===== config.mk =====
export PLATFORM = sky130hd
export DESIGN_NAME = fetch_decode_queue
export DESIGN_NICKNAME = d
export VERILOG_FILES = /design/src/rtl/fetch_queue_pkg.sv /design/src/rtl/fetch_queue_mem.sv /design/src/rtl/fetch_decode_queue.sv
export SDC_FILE = /design/constraint.sdc
export NUM_CORES = 1
export LEC_CHECK = 0
export ABC_AREA = 1
export CORE_ASPECT_RATIO = 0.75
export CORE_MARGIN = 1.5
export CORE_UTILIZATION = 46
export CTS_BUF_LIST = sky130_fd_sc_hd__clkbuf_4 sky130_fd_sc_hd__clkbuf_8
export DETAILED_ROUTE_END_ITERATION = 8
export PLACE_DENSITY_LB_ADDON = 0.25
export SETUP_SLACK_MARGIN = 0.3
export SYNTH_ARGS = -nofsm -noshare
export SYNTH_HDL_FRONTEND = slang
export SYNTH_SLANG_ARGS = --single-unit

===== constraint.sdc =====
create_clock -name Clock -period 8.2 [get_ports Clock]
set_input_delay 0.82 -clock Clock [delete_from_list [all_inputs] [get_ports Clock]]
set_output_delay 0.82 -clock Clock [all_outputs]
set_load 0.03 [all_outputs]

===== src/rtl/fetch_queue_pkg.sv =====
// Shared types and helpers for the fetch/decode instruction queue.
// The FETCH_QUEUE_BYPASS_EN option is handled in fetch_decode_queue.
package fetch_queue_pkg;

  typedef struct packed {
    logic [31:0] pc;
    logic [31:0] pc_plus_four;
    logic [31:0] instruction;
  } fq_entry_t;

  localparam logic [31:0] NOP_WORD_DEFAULT = 32'h0000_0000;

  // The occupancy must be able to hold DEPTH itself, hence the extra bit.
  function automatic int count_width(input int depth);
    return $clog2(depth) + 1;
  endfunction

endpackage


===== src/rtl/fetch_queue_mem.sv =====
// DEPTH x 96-bit entry storage: one synchronous write port and one
// asynchronous read port. It holds no control state.
module fetch_queue_mem
  import fetch_queue_pkg::*;
#(
  parameter int unsigned DEPTH  = 2,
  parameter int unsigned ADDR_W = $clog2(DEPTH)
) (
  input  logic              clk,
  input  logic              we_i,
  input  logic [ADDR_W-1:0] waddr_i,
  input  fq_entry_t         wdata_i,
  input  logic [ADDR_W-1:0] raddr_i,
  output fq_entry_t         rdata_o
);

  fq_entry_t mem_q [DEPTH];

  // NOTE: storage is left unreset on purpose; the count and pointers decide
  // which entries are valid, so stale contents are never presented.
  always_ff @(posedge clk) begin
    if (we_i) mem_q[waddr_i] <= wdata_i;
  end

  assign rdata_o = mem_q[raddr_i];

endmodule


===== src/rtl/fetch_decode_queue.sv =====
// Instruction queue between fetch and decode with valid/ready on both sides
// and a flush on taken branches. Define FETCH_QUEUE_BYPASS_EN for 0-cycle bypass.
module fetch_decode_queue
  import fetch_queue_pkg::*;
#(
  parameter int unsigned DEPTH    = 2,
  parameter logic [31:0] NOP_WORD = NOP_WORD_DEFAULT
) (
  input  logic                          Clock,
  input  logic                          Reset_n,
  input  logic [31:0]                   Instruction_in,
  input  logic [31:0]                   PCPlusFour_in,
  input  logic [31:0]                   PC_in,
  input  logic                          In_Valid,
  output logic                          In_Ready,
  input  logic                          Flush,
  output logic [31:0]                   Instruction_out,
  output logic [31:0]                   PCPlusFour_out,
  output logic [31:0]                   PC_out,
  output logic                          Out_Valid,
  input  logic                          Out_Ready,
  output logic [count_width(DEPTH)-1:0] Count
);

  localparam int unsigned PTR_W = $clog2(DEPTH);
  localparam int unsigned CNT_W = count_width(DEPTH);
  localparam logic [CNT_W-1:0] FULL_CNT = CNT_W'(DEPTH);

  logic [PTR_W-1:0] wr_ptr_q, wr_ptr_d;
  logic [PTR_W-1:0] rd_ptr_q, rd_ptr_d;
  logic [CNT_W-1:0] count_q, count_d;

  fq_entry_t in_entry, mem_rdata, head;
  logic      empty, bypass, out_valid, push, pop, wr_en;

  assign in_entry = '{pc: PC_in, pc_plus_four: PCPlusFour_in, instruction: Instruction_in};

  assign empty    = (count_q == '0);
  assign In_Ready = (count_q < FULL_CNT);

`ifdef FETCH_QUEUE_BYPASS_EN
  assign bypass = empty & ~Flush & In_Valid;
`else
  assign bypass = 1'b0;
`endif

  // Flush hides the head from decode in the same cycle it is raised.
  assign out_valid = ~Flush & (~empty | bypass);

  // A bypassed entry that decode takes immediately is never stored.
  assign push  = In_Valid & In_Ready & ~(bypass & Out_Ready);
  assign pop   = out_valid & Out_Ready & ~empty;
  assign wr_en = push & ~Flush;

  // NOTE: every always_comb output gets a default first so no path can
  // leave it unassigned and infer a latch.
  always_comb begin
    wr_ptr_d = wr_ptr_q;
    rd_ptr_d = rd_ptr_q;
    count_d  = count_q;
    if (Flush) begin
      wr_ptr_d = '0;
      rd_ptr_d = '0;
      count_d  = '0;
    end else begin
      if (push) wr_ptr_d = wr_ptr_q + 1'b1;
      if (pop)  rd_ptr_d = rd_ptr_q + 1'b1;
      unique case ({push, pop})
        2'b10:   count_d = count_q + 1'b1;
        2'b01:   count_d = count_q - 1'b1;
        default: count_d = count_q;
      endcase
    end
  end

  // NOTE: state registers use non-blocking assignments so every flop
  // samples the pre-edge values of the others.
  always_ff @(posedge Clock or negedge Reset_n) begin
    if (!Reset_n) begin
      wr_ptr_q <= '0;
      rd_ptr_q <= '0;
      count_q  <= '0;
    end else begin
      wr_ptr_q <= wr_ptr_d;
      rd_ptr_q <= rd_ptr_d;
      count_q  <= count_d;
    end
  end

  fetch_queue_mem #(
    .DEPTH (DEPTH)
  ) u_mem (
    .clk     (Clock),
    .we_i    (wr_en),
    .waddr_i (wr_ptr_q),
    .wdata_i (in_entry),
    .raddr_i (rd_ptr_q),
    .rdata_o (mem_rdata)
  );

  always_comb begin
    head = bypass ? in_entry : mem_rdata;
    if (out_valid) begin
      Instruction_out = head.instruction;
      PCPlusFour_out  = head.pc_plus_four;
      PC_out          = head.pc;
    end else begin
      Instruction_out = NOP_WORD;
      PCPlusFour_out  = '0;
      PC_out          = '0;
    end
  end

  assign Out_Valid = out_valid;
  assign Count     = count_q;

endmodule


==> results of run 1 <==
[how the worst max path moves through the flow]
stage | slack [ps] | cells after the start | to
global route | 3810 | 6 | PCPlusFour_out[9]
CTS | 3970 | 6 | PC_out[6]
floorplan | 2960 | 3 | u_mem.mem_q[0][0]
detailed placement | 3980 | 6 | PCPlusFour_out[9]
finish | 4000 | 6 | PCPlusFour_out[9]
global placement | 4030 | 6 | PC_out[6]
[flip-flops by register name, indices dropped and copies added (netlist names)]
signal / cells
wr_ptr_q: 1
u_mem.mem_q: 192
Count: 2
rd_ptr_q: 1
[where the power goes]
part           internal [mW]  switching (mW)  leakage, nW
Combinational          0.447           0.567         2.27
Sequential              1.20          0.0567         1.81
Clock                  0.278           0.338        0.189
[worst max-delay path, cell delays in order]
cell	delay [ps]
clkdlybuf4s50_1	600
nor2_4	170
buf_4	770
nand2_1	180
inv_1	100
clkdlybuf4s50_1	670
[layout by cell type (no fill, tap or decap), types with 2 or more instances in the layout]
cell type / n
clkbuf_8: 17
buf_4: 6
clkdlybuf4s50_1: 200
edfxtp_1: 192
dfrtp_1: 3
inv_6: 4
nand2_1: 108
mux2_4: 18
clkinvlp_4: 4
nand3_1: 5
bufinv_16: 2
clkinv_2: 2
mux2_2: 78
nor3_4: 2
inv_1: 100
[routing by layer]
| metal | vias up | wire length (um) | global-route usage |
|---|---|---|---|
| met5 | - | 0 | 0 |
| met4 | 0 | 138 | 0.04825 |
| met3 | 12 | 1361 | 0.06296 |
| met2 | 167 | 6943 | 0.2703 |
| met1 | 2167 | 6867 | 0.2260 |
| li1 | 2220 | - | - |
[final cells by class]
class	instances	area, um2	share of cell area
clock buffer	18	241.5	0.02277
clock inverter	14	150.1	0.01416
inverter	101	379.1	0.03574
multi-input combinational	217	1650	0.1556
sequential	196	5869	0.5534
tap	215	269.0	0.02536
timing repair buffer	206	2047	0.1930
[cell families after synthesis]
group | count (synthesis) | share of synthesized area
AND/OR/NAND/NOR | 118 | 0.05768
multiplexers | 96 | 0.1435
AO/OA/AOI/OAI | 3 | 0.002188
buffers and inverters | 122 | 0.06378
flip-flops | 196 | 0.7328
==> results_dict.tcl, run 1 <==
set metrics [dict create \
    cp.arrival_ps 3380 \
    startpoint "Flush" \
    yosys-top-cells-count "192 x edfxtp_1, 108 x nand2_1, 100 x inv_1" \
    setup_viol 0 \
    cp-start-kind "primary input" \
    slew_headroom 0.3169 \
    cts-resized-gates 0 \
    synth_area_um2 8004 \
    wl_um 15310 \
    start_util 0.4728 \
    hold_ws_ps 556.9 \
    fin_crit_sh 0.5122 \
    grt_overflow_total 0 \
    fin_util 0.6265 \
    fmax_mhz 238.1 \
    finClkSkew_ps 11.49 \
    tightestPinTransition_ps 1025 \
    async_reset_ff_frac 0.02041 \
    drive_gt1_frac 0.1835 \
    first_global_vias 4514 \
    numCtsBuffers 17 \
    postCtsSetupRepairBufs 0 \
    hpwl_um 9749 \
    synth_seq_cells 196 \
    grt_usage 0.1713 \
    hold_violations 0 \
    ctsHoldBuffers 0 \
    status "completed" \
    synth_top_cell_area_share 0.7203 \
    worst_slack_ps 4000 \
    ys_types 19 \
    core_area_um2 16930 \
    syn2layout_area_growth_pct 32.51 \
    design.die.area_um2 18210 \
    syn-instance-count 535 \
    io_buffer_count 200 \
    powerDensity_nw_per_um2 272.6 \
    cts_max_path_buffers 2 \
    irDropWorstVdd_mv 0.1469 \
    avgSynthCellArea_um2 14.96 \
    num_rows 41 \
    num-fill-cells 1283 \
    yosysMostFrequentCell "edfxtp_1" \
    seq_area_frac_synth 0.7328 \
    cts_tree "built" \
    boundaryPins 201 \
    gp_congestion 0.7915 \
    vias 4566 \
    leakage_nw 4.261 \
    synth_edf_count 192 \
    dr.pass1.iters 4 \
    clock_latency_ps 450 \
    final_cells 967 \
    crit_fanout 99 \
    post-place-cells 935 \
    antenna_found_initial 0 \
    fin_crit_ps 4200 \
    grt_max_degree 100 \
    power_mw 2.891 \
    ys_warn_count 0 \
    place_area_um2 10210 \
    path_clk_slew_ps 100 \
    crit_path_end_kind "output port" \
    viasPerCell 4.722 \
    die_y_um 117.2 \
    synth_flop_cell "edfxtp_1" \
    dp_slack_ps 3977 \
    rsz0062_at_grt "false" \
    remaining_drc_errors 0 \
    die_width_um 155.3 \
    yosys-top-cells-area "edfxtp_1 72%, mux2_2 11%, nand2_1 5.1%" \
    synth_top_cell_by_area "edfxtp_1" \
    drv_cap 0 \
    root_buffer "clkbuf_8" \
    synth_nets 636 \
    fin_setup_tns_ps 0 \
    crit_required_ps 7380 \
    grt_pass1_wl_um 23290 \
    clock-sinks 196 \
    ant_nets 0 \
    slew_violations 0 \
    crit_type "primary input to output port" \
    initialDrtViolationCount 356 \
    r2r_setup_slack_ps 5640 \
    hold_class "primary input to asynchronous set/reset pin" \
    r2r_end "u_mem.mem_q[1][15]" \
    wl_per_cell_um 15.83 \
    crit-reg2reg-launch "Count[1]" \
    finalInstanceArea_um2 10610 \
    h-tree-depth 4 \
    nNetsFinal 840 \
    diodes 0 \
    worst_r2r_path_depth 5 \
]
No activity file was read; power rests on OpenSTA's default activity.
==> run 2: changes to the inputs <==
Settings changed: CORE_UTILIZATION 46 to 50.
Clock period 8.2 ns to 4.36 ns, I/O delays scaled along.
==> run 2 against run 1 <==
  * Clock power is 74% higher
  * Flip-flop and latch count stayed put
  * Count of clock-buffer cells in the layout stayed put
  * Via count is 1.4% higher
  * Non-clock buffer count is 1 higher
  * First-iteration DRC count is 32% lower
  * Critical path type is now register to output port
  * Cell area is 0.30% lower
  * Wire length is 1.9% higher
  * Combinational power is 92% higher
  * Clock skew is 3.1 ps higher
==> results_dict.tcl, run 2 (synthesis results as in run 1) <==
set metrics [dict create \
    slew_violations 0 \
    core_area_um2 15420 \
    initialDrtViolationCount 243 \
    irDropWorstVdd_mv 0.2917 \
    largest_register_ffs 192 \
    path_clk_slew_ps 100 \
    worst_slack_ps 1031 \
    powerDensity_nw_per_um2 508.4 \
    critical_path.cell_chain "buf_12 > mux2_2 > nand2_1 > inv_1 > clkdlybuf4s50_1" \
    ant_nets 0 \
    clock-sinks 196 \
    die_y_um 112.6 \
    dr.pass1.iters 4 \
    leakage_nw 4.261 \
    r2r_setup_slack_ps 2200 \
    grt_pass1_wl_um 24320 \
    cpMaxStageDelayCell "dfrtp_4" \
    root_buffer "clkbuf_8" \
    tightestPinTransition_ps 666.3 \
    cp.buffers_inverters 3 \
    crit-reg2reg-launch "Count[1]" \
    rsz0062_at_grt "false" \
    grt_overflow_total 0 \
    postCtsSetupRepairBufs 0 \
    crit_path_end_kind "output port" \
    boundaryPins 201 \
    syn2layout_area_growth_pct 32.12 \
    die_width_um 149.1 \
    fin_crit_ps 3329 \
    remaining_drc_errors 0 \
    wl_um 15610 \
    crit_family "buffers and inverters" \
    startpoint "rd_ptr_q" \
    h-tree-depth 4 \
    design.die.area_um2 16780 \
    post-place-cells 926 \
    diodes 0 \
    place_area_um2 10220 \
    num-fill-cells 1103 \
    io_buffer_count 200 \
    grt_usage 0.1923 \
    cts_tree "built" \
    status "completed" \
    regMostFlops "u_mem.mem_q" \
    final_cell_mix "200 x clkdlybuf4s50_1, 192 x edfxtp_1, 108 x nand2_1, 100 x inv_1, 78 x mux2_2" \
    gp_congestion 0.7580 \
    power_mw 5.376 \
    grt_max_degree 58 \
    hold_ws_ps 182.0 \
    ctsHoldBuffers 0 \
    crit_required_ps 3920 \
    slowest_delay_ps 850 \
    drv_cap 0 \
    wl_per_cell_um 16.31 \
    fin_setup_tns_ps 0 \
    clock_latency_ps 450 \
    dp_slack_ps 1252 \
    cp.arrival_ps 2890 \
    hpwl_um 10320 \
    worst_r2r_path_depth 4 \
    fin_util 0.6858 \
    hold_violations 0 \
    nNetsFinal 841 \
    finClkSkew_ps 14.62 \
    vias 4632 \
    drive_gt1_frac 0.1835 \
    hold_class "primary input to asynchronous set/reset pin" \
    num_rows 39 \
    setup.worst_path.end "Instruction_out[20]" \
    finalInstanceArea_um2 10580 \
    fin_crit_sh 0.7635 \
    seqCellArea_um2 5869 \
    antenna_found_initial 0 \
    first_global_vias 4727 \
    final_common_cell "clkdlybuf4s50_1" \
    setup_viol 0 \
    crit_type "register to output port" \
    cts_max_path_buffers 2 \
    numCtsBuffers 17 \
    slew_headroom 0.5558 \
    fmax_mhz 300.4 \
    viasPerCell 4.840 \
    cts-resized-gates 0 \
    crit_cells 5 \
    multiInputGateArea_um2 1650 \
    final_cells 957 \
    start_util 0.5191 \
    crit_fanout 56 \
    cp-start-kind "register" \
    r2r_end "u_mem.mem_q[1][93]" \
]
run 2: layout make-up:
cell class,count,share of cell area
Clock inverter,13,0.01053
Multi-Input combinational cell,217,0.1561
Sequential cell,196,0.5550
Tap cell,205,0.02425
Timing Repair Buffer,207,0.1955
Inverter,101,0.03585
Clock buffer,18,0.02283
run 2: power breakdown:
part / internal (mW) / total [mW] / switching (mW)
Sequential: 2.27 / 2.37 / 0.102
Combinational: 0.849 / 1.94 / 1.09
Clock: 0.455 / 1.07 / 0.612
Total: 3.57 / 5.38 / 1.81
run 2: worst register-to-register path, stage by stage, from the launching register on:
cell and delay [ps]:
dfrtp_1 440, inv_1 130, nand2_1 190, nor3_4 390
buf_4 620
run 2: worst min-delay path by stage:
stage	start	to	slack, ps	cells past startpoint
after floorplan	Reset_n	Count[0]	140	0
after global placement	Count[0]	Count[0]	570	2
after detailed placement	Count[1]	Count[1]	600	2
after CTS	Reset_n	rd_ptr_q	160	1
after global routing	Reset_n	wr_ptr_q	160	1
final	Reset_n	wr_ptr_q	180	1
run 2: routing by layer:
layer	up-vias	part of all wire	GRT usage
met5	-	0	0
met4	0	0.012	0.06865
met3	19	0.085	0.06220
met2	158	0.47	0.3028
met1	2234	0.43	0.2520
li1	2221	-	-
